===== config.mk =====
export PLATFORM = sky130hd
export DESIGN_NAME = code_patch_ctrl
export DESIGN_NICKNAME = d
export VERILOG_FILES = /design/src/rtl/code_patch_pkg.sv /design/src/rtl/code_patch_match.sv /design/src/rtl/code_patch_ctrl.sv
export SDC_FILE = /design/constraint.sdc
export NUM_CORES = 1
export LEC_CHECK = 0
export ABC_AREA = 1
export BUFFER_PORTS_ARGS = -buffer_cell sky130_fd_sc_hd__buf_2
export CORE_MARGIN = 2
export CORE_UTILIZATION = 55
export CTS_BUF_LIST = sky130_fd_sc_hd__clkbuf_8 sky130_fd_sc_hd__clkbuf_16
export DETAILED_ROUTE_END_ITERATION = 7
export GPL_ROUTABILITY_DRIVEN = 0
export PLACE_DENSITY = 0.77
export SLEW_MARGIN = 25
export SYNTH_ARGS = -nofsm -noshare
export SYNTH_HDL_FRONTEND = slang
export SYNTH_SLANG_ARGS = --single-unit

===== constraint.sdc =====
create_clock -name clk_i -period 1.9 [get_ports clk_i]
set_input_delay 0.38 -clock clk_i [delete_from_list [all_inputs] [get_ports clk_i]]
set_output_delay 0.38 -clock clk_i [all_outputs]
set_load 0.005 [all_outputs]

===== src/rtl/code_patch_pkg.sv =====
// Shared types for the code-patch controller: patch table entry layout and
// the output source selector.
package code_patch_pkg;

  localparam int PKG_ADDR_W = 13;
  localparam int PKG_DATA_W = 22;

  typedef struct packed {
    logic [PKG_ADDR_W-1:0] addr;
    logic [PKG_DATA_W-1:0] data;
    logic                  en;
  } patch_entry_t;

  typedef enum logic [1:0] {
    SEL_ROM   = 2'd0,
    SEL_PATCH = 2'd1,
    SEL_PAT   = 2'd2
  } out_sel_e;

endpackage


===== src/rtl/code_patch_match.sv =====
// Combinational lookup of a fetch address in the patch table; the lowest
// enabled matching index wins.
module code_patch_match
  import code_patch_pkg::*;
#(
  parameter int NUM_PATCH = 3,
  parameter int IDX_W     = 2
) (
  input  patch_entry_t            i_entries [NUM_PATCH],
  input  logic [PKG_ADDR_W-1:0]   i_addr,
  output logic                    o_hit,
  output logic [IDX_W-1:0]        o_idx
);

  // Scanning from the top down lets the lowest index overwrite higher ones.
  always_comb begin
    o_hit = 1'b0;
    o_idx = '0;
    for (int i = NUM_PATCH - 1; i >= 0; i--) begin
      if (i_entries[i].en && (i_entries[i].addr == i_addr)) begin
        o_hit = 1'b1;
        o_idx = IDX_W'(i);
      end
    end
  end

endmodule


===== src/rtl/code_patch_ctrl.sv =====
// Code-patch controller: substitutes table data on an address hit or emits a
// test pattern, through one registered valid/ready output stage.
module code_patch_ctrl
  import code_patch_pkg::*;
#(
  parameter int  NUM_PATCH = 3,
  parameter int  ADDR_W    = PKG_ADDR_W,
  parameter int  DATA_W    = PKG_DATA_W,
  parameter int  CNT_W     = 16,
  localparam int IDX_W     = (NUM_PATCH > 1) ? $clog2(NUM_PATCH) : 1
) (
  input  logic                 clk_i,
  input  logic                 rst_i,
  input  logic                 cfg_we_i,
  input  logic [IDX_W-1:0]     cfg_idx_i,
  input  logic [ADDR_W-1:0]    cfg_addr_i,
  input  logic [DATA_W-1:0]    cfg_data_i,
  input  logic                 cfg_en_i,
  input  logic                 cfg_pat_gen_i,
  input  logic                 si_read_i,
  input  logic [ADDR_W-1:0]    si_addr_i,
  input  logic [DATA_W-1:0]    si_rdata_i,
  output logic                 si_ready_o,
  output logic                 so_valid_o,
  output logic [DATA_W-1:0]    so_data_o,
  output logic                 so_patched_o,
  input  logic                 so_ready_i,
  output logic [NUM_PATCH-1:0] patch_enable_o,
  output logic                 nopg_o,
  output logic [CNT_W-1:0]     hit_cnt_o
);

  patch_entry_t         r_table [NUM_PATCH];
  logic                 r_valid;
  logic [DATA_W-1:0]    r_data;
  logic                 r_patched;
  logic [DATA_W-1:0]    r_pat_cnt;
  logic [CNT_W-1:0]     r_hit_cnt;

  logic                 w_accept;
  logic                 w_hit;
  logic [IDX_W-1:0]     w_idx;
  out_sel_e             w_sel;
  logic [DATA_W-1:0]    w_data;
  logic [NUM_PATCH-1:0] w_en_vec;

  // Handshake: a request transfers when si_read_i and si_ready_o are both
  // high; the output slot may refill in the same cycle it is drained.
  assign si_ready_o = !r_valid || so_ready_i;
  assign w_accept   = si_read_i && si_ready_o;

  code_patch_match #(
    .NUM_PATCH (NUM_PATCH),
    .IDX_W     (IDX_W)
  ) u_match (
    .i_entries (r_table),
    .i_addr    (PKG_ADDR_W'(si_addr_i)),
    .o_hit     (w_hit),
    .o_idx     (w_idx)
  );

  always_comb begin
    w_sel  = SEL_ROM;
    w_data = si_rdata_i;
    if (cfg_pat_gen_i) begin
      w_sel  = SEL_PAT;
      w_data = r_pat_cnt;
    end else if (w_hit) begin
      w_sel  = SEL_PATCH;
      w_data = DATA_W'(r_table[w_idx].data);
    end
  end

  always_comb begin
    w_en_vec = '0;
    for (int i = 0; i < NUM_PATCH; i++) begin
      w_en_vec[i] = r_table[i].en;
    end
  end

  // Out-of-range indices match no entry, so such writes fall away.
  always_ff @(posedge clk_i) begin
    if (rst_i) begin
      for (int i = 0; i < NUM_PATCH; i++) begin
        r_table[i] <= '0;
      end
    end else begin
      for (int i = 0; i < NUM_PATCH; i++) begin
        if (cfg_we_i && (IDX_W'(i) == cfg_idx_i)) begin
          r_table[i] <= '{addr: PKG_ADDR_W'(cfg_addr_i),
                          data: PKG_DATA_W'(cfg_data_i),
                          en:   cfg_en_i};
        end
      end
    end
  end

  always_ff @(posedge clk_i) begin
    if (rst_i) begin
      r_valid   <= 1'b0;
      r_data    <= '0;
      r_patched <= 1'b0;
      r_pat_cnt <= '0;
      r_hit_cnt <= '0;
    end else begin
      if (w_accept) begin
        r_valid   <= 1'b1;
        r_data    <= w_data;
        r_patched <= (w_sel == SEL_PATCH);
      end else if (so_ready_i) begin
        r_valid   <= 1'b0;
      end
      if (!cfg_pat_gen_i) begin
        r_pat_cnt <= '0;
      end else if (w_accept) begin
        r_pat_cnt <= r_pat_cnt + 1'b1;
      end
      if (w_accept && (w_sel == SEL_PATCH) && (r_hit_cnt != '1)) begin
        r_hit_cnt <= r_hit_cnt + 1'b1;
      end
    end
  end

  assign so_valid_o     = r_valid;
  assign so_data_o      = r_data;
  assign so_patched_o   = r_patched;
  assign patch_enable_o = w_en_vec;
  assign nopg_o         = ~|w_en_vec;
  assign hit_cnt_o      = r_hit_cnt;

endmodule


== Word-level counts from Yosys, hierarchy flattened ==
Cells that the tools add are included.

* Eq/ne operators: 7
* Reduce and logical (&&, ||, !) cells: 16
* Magnitude comparators: 1
* Add/subtract/negate cells: 2
* Multiplexer cells: 15
* Bitwise logic cells: 2

{| class="wikitable"
|+ Operators by type and width
! kind !! count
|-
| $bmux 36 s2 || 1
|-
| $mux 23 || 2
|-
| $mux 22 || 2
|-
| $eq 13x13->1 || 3
|-
| $add 22x1->22 const B || 1
|-
| $add 16x1->16 const B || 1
|-
| $ne 16x16->1 const B || 1
|-
| $logic_and 1x1->1 || 9
|-
| $mux 2 || 4
|-
| $mux 1 || 6
|-
| $ge 3x3->1 const B || 1
|-
| $not 2->3 || 1
|-
| $reduce_or 3->1 || 1
|-
| $eq 1x2->1 const A || 1
|-
| $eq 2x1->1 const B || 1
|-
| $eq 2x2->1 const A || 1
|-
| $logic_not 1->1 || 2
|-
| $logic_not 2->1 || 1
|-
| $reduce_bool 2->1 || 1
|-
| $reduce_or 2->1 || 1
|-
| $logic_or 1x1->1 || 1
|-
| $not 1->1 || 1
|}

* Logic and storage cells: 57
* Input bits: 79
* Flip-flop bits (word level): 170

== Depth between registers and ports, before layout ==
* Depth in word-level cells: 11
* Gate-level depth with buffers: 17
* Gate-level depth less buffers: 16

== Modules after synthesis ==
From an unflattened synthesis, not the netlist that was laid out.

* Cell total of the unflattened synthesis: 1185
* Area, all modules: 8026.4 sq um

{| class="wikitable"
|+ Modules (own cells, without submodules)
! module !! area an instance (sq um) !! instances !! cells an instance
|-
| code_patch_ctrl || 7283.2 || 1 || 1007
|-
| code_patch_match || 743.2 || 1 || 178
|}

== Least setup slack after synthesis ==
OpenSTA, ideal clock, no wires.

* Path kind: input -> register
* From: input port so_ready_i
* To: register r_pat_cnt[21]
* Setup time: 0.058 ns
* Cell stages on the path: 9
* Slack: 0.233 ns
* Buffers on the path: 0
* Data required time: 1.842 ns
* Data arrival time: 1.609 ns
* Cells stage by stage: inv_1 -> nand2_2 -> nand2_4 -> nor2_2 -> nand4_1 -> nor4_1 -> nand3_1 -> a21oi_1 -> o21a_1

* Cells in the longest elaborated chain, start to end: 2

{| class="wikitable"
|+ Ends and longest elaborated chain
! element !! line !! source
|-
| from (decl) || code_patch_ctrl.sv:27 || <nowiki>input logic so_ready_i,</nowiki>
|-
| $logic_or 1x1->1 || code_patch_ctrl.sv:49 || <nowiki>assign si_ready_o = !r_valid || so_ready_i;</nowiki>
|-
| net si_ready_o || code_patch_ctrl.sv:23 || <nowiki>output logic si_ready_o,</nowiki>
|-
| $logic_and 1x1->1 || code_patch_ctrl.sv:50 || <nowiki>assign w_accept = si_read_i && si_ready_o;</nowiki>
|-
| to (signal assigned) || code_patch_ctrl.sv:116 || <nowiki>r_pat_cnt <= r_pat_cnt + 1'b1;</nowiki>
|-
| to (decl) || code_patch_ctrl.sv:37 || <nowiki>logic [DATA_W-1:0] r_pat_cnt;</nowiki>
|}

The timed path passes the listed nets, and every way through them passes these cells.
A chain may end at the register's enable or synchronous reset.

== Worst setup path after layout ==
* From: register r_table, in the netlist patch_enable_o[1]
* To: register r_data[14], in the netlist so_data_o[14]

* Cells in the longest elaborated chain, start to end: 9
* Elaborated cells on any way between the ends: 11
* Classes of those cells: mux (9); bitwise (1); reduce/logical (1)

{| class="wikitable"
|+ Ends and longest elaborated chain
! element !! line !! source
|-
| from (decl) || code_patch_ctrl.sv:33 || <nowiki>patch_entry_t r_table [NUM_PATCH];</nowiki>
|-
| from (signal, indexed assignment) || code_patch_ctrl.sv:90 || <nowiki>r_table[i] <= '{addr: PKG_ADDR_W'(cfg_addr_i),</nowiki>
|-
| $logic_and 1x1->1 * || code_patch_match.sv:20 || <nowiki>if (i_entries[i].en && (i_entries[i].addr == i_addr)) begin</nowiki>
|-
| $mux 2 (2 in a row) || code_patch_match.sv:20 ||
|-
| $not 2->3 (not written as such) || code_patch_ctrl.sv:70 || <nowiki>w_data = DATA_W'(r_table[w_idx].data);</nowiki>
|-
| $bmux 36 s2 || code_patch_ctrl.sv:70 ||
|-
| $mux 23 (not written as such) (2 in a row) || code_patch_ctrl.sv:70 ||
|-
| $mux 22 * || code_patch_ctrl.sv:68 || <nowiki>end else if (w_hit) begin</nowiki>
|-
| $mux 22 * || code_patch_ctrl.sv:65 || <nowiki>if (cfg_pat_gen_i) begin</nowiki>
|-
| to (signal assigned) || code_patch_ctrl.sv:108 || <nowiki>r_data <= w_data;</nowiki>
|-
| to (decl) || code_patch_ctrl.sv:35 || <nowiki>logic [DATA_W-1:0] r_data;</nowiki>
|}

Mark *: on every way between the ends. The rest lies on a longest branch, timed or not. The select of a mux whose other input is x is not followed.

==> impl_metrics.ini <==
[layout]
area_growth_pct = 28.0
final_area_um2 = 11200
register_area_um2 = 3440
nets = 1599
multi_input_area_um2 = 4830
fin_util_pct = 71.5
drive_above_1_share_pct = 29.1
fillCellCount = 1279

[clocking]
clock-sinks = 170
clockBufferDepth = 2
cts_buffers = 17
hold_buffers = 0
cts_tree = built
clkSlewWorstSetupHoldPaths_ps = 70
cts_root_buffer = clkbuf_16
insertion_delay_ps = 440
h-tree-depth = 4

[global_routing]
overflow = 0
grt_use_total_pct = 31.1
grt_max_degree = 86
grt_pass1_vias = 8532
grt_pass1_wl_um = 41400
antenna_found_initial = 1

[power]
power_mw = 8.34
p_per_area_nw_per_um2 = 743
p_leak_nw = 4.93
irDropWorstVdd_v = 0.000702

[sta]
rsz0062_at_grt = true
report.final.hold_viol_count = 0
period_minus_slack_ps = 1870
worst_slew_pin_slew_ps = 435
fin_skew_ps = 10.3
setup-violations-final = 0
period_share_pct = 98.6
holdWs_ps = 209
relSlewSlack_pct = 71.0
maxSlewViolCount = 0
fmax_mhz = 534

[drt]
first_iter_violations = 937
ant_nets = 0
dr_total_vias = 9496
avgViaCountPerCell = 5.43
finalWirelength_um = 27000
dr.pass1.iters = 5
drc = 0
routedWlPerCell_um = 15.5

[floorplan]
start_util_pct = 55.9
core_um2 = 15700
rows = 46
die_area_um2 = 17000
fp.dieW_um = 130
die_y_um = 130
io_pins = 124

[yosys]
synthesis.nets = 1431
async_reset_ff_share_pct = 0
ys_warn_count = 0
synth-edff-count = 0
synth.most_common_cell = nand2_1
synthTopCellsByArea = dfxtp_1 39%, nand2_1 15%, o21ai_0 9.3%
ys.flop_type = dfxtp_1
syn_avg_cell_area_um2 = 6.50
ys_types = 41
synth_area_um2 = 8780
synth_top_area_share_pct = 38.8
synth-seq-cells = 170
synth.cells.most_frequent = 345 x nand2_1, 170 x dfxtp_1, 163 x o21ai_0
syn_inst = 1350
seq_area_frac_synth_pct = 38.8
synth_largest_area_cell = dfxtp_1

[placement]
portBuffers = 123
placed_cell_area_um2 = 10000
dpl.hpwl_um = 18200

[critical_path]
crit_path_top_delay_cell = dfxtp_1
crit_path_end_kind = flop
crit_required_ps = 2280
worstPathBufferInverterCount = 3
start_kind = flop
path_class = flop to flop
crit_path_max_fanout = 10
crit_arrival_ps = 2260
path_delay_family = simple AND/OR/NAND/NOR gates
cp_common_cell = nand2_1
worst_path_largest_cell_delay_ps = 340
crit_chain = inv_2, a21oi_1, nand2_1, nor2_2, nand2_2, nor2_4, buf_6, nand2_8, buf_12, nand2_1, nand2_1, nand2_1, nand2_1, nand2_1, nand2_1, a21oi_2

[worst_hold_path]
min_path_type = input port to flop

[run_status]
outcome = completed

[flow_run]
maxCapViolations = 0
## state kept, by name (all words and copies together), names as in the netlist
| signal | cells |
|---|---|
| r_table | 105 |
| r_pat_cnt | 22 |
| so_data_o | 22 |
| hit_cnt_o | 16 |
| patch_enable_o | 3 |
| so_patched_o | 1 |
| so_valid_o | 1 |
## layout make-up
cell class                 instances  share of cell area (%)
inverter                         172                    5.82
clock buffer                      19                    4.03
multi-input combinational        945                    43.0
antenna                            1                  0.0223
timing repair inverter             1                  0.0668
tap                              216                    2.41
sequential                       170                    30.6
clock inverter                    13                    1.05
timing repair buffer             211                    13.0
## stage by stage
| stage | setup slack (ps) | cells | setup TNS [ps] |
|---|---|---|---|
| 3_3_place_gp | -273 | 1702 | -4340 |
| 3_5_place_dp | -264 | 1702 | -4930 |
| 2_1_floorplan | 233 | 1350 | 0 |
| 5_1_grt | -111 | 1747 | -1720 |
| 6_report | 25.7 | 1748 | 0 |
| 4_1_cts | -11.0 | 1738 | -11.0 |
## cells in the final DEF, fill, tap and decap left out, types with 8 or more instances in the layout
master / n
nand2_1: 280
o21ai_0: 154
a21oi_1: 147
dfxtp_1: 143
inv_1: 137
buf_2: 124
nor2_1: 103
buf_4: 66
nand2_2: 63
nand3_1: 48
inv_2: 32
dfxtp_2: 27
a21oi_2: 20
nor2_2: 18
clkbuf_16: 18
nand4_1: 15
nand3_2: 13
nor3_1: 12
o21ai_1: 12
xor2_1: 11
buf_12: 10
buf_6: 8
## final timing paths
kind                                        start  slack, ps  cells past startpoint       endpoint
worst max-delay path            patch_enable_o[1]         30                     16  so_data_o[14]
worst min-delay path               cfg_data_i[19]        210                      3    r_table[56]
worst min register to register         r_table[8]        460                      2     r_table[8]
worst max register to register  patch_enable_o[1]         30                     16  so_data_o[14]
## worst reg2reg max path, delay by kind of cell, from the launching register on
| family | cells | cell delay [ps] |
|---|---|---|
| buffers and inverters | 3 | 330 |
| and+or+nand+nor | 11 | 910 |
| AOI/OAI and AO/OA | 2 | 250 |
| DFF | 1 | 340 |
## cells by family after synthesis
family	share of synthesized area, %
flip-flops	38.8
adder cells (fa/ha/maj)	0.285
XOR/XNOR	1.40
AO/OA/AOI/OAI	20.3
AND/OR/NAND/NOR	28.4
buffers and inverters	10.8
## per-layer routing
metal	track usage, %	wire, µm
met1	38.3	11100
met2	52.1	12900
met3	6.52	1920
met4	14.7	1130
met5	0	0
## repair_timing
| action | CTS | global route |
|---|---|---|
| pin swaps | 5 | 50 |
| gates resized for setup | 19 | 172 |
| endpoints found under the setup margin | 24 | 45 |
| hold endpoints to repair | 0 | 0 |
| gates cloned | 2 | 3 |
| setup buffers | 2 | 9 |
## power by group
group          internal (mW)  switching (mW)  total, mW  leakage (nW)
Sequential              3.73          0.0794       3.80          1.40
Combinational          0.423           0.682       1.11          3.24
Clock                   1.89            1.55       3.43         0.285
(Power assumes the default switching activity.)
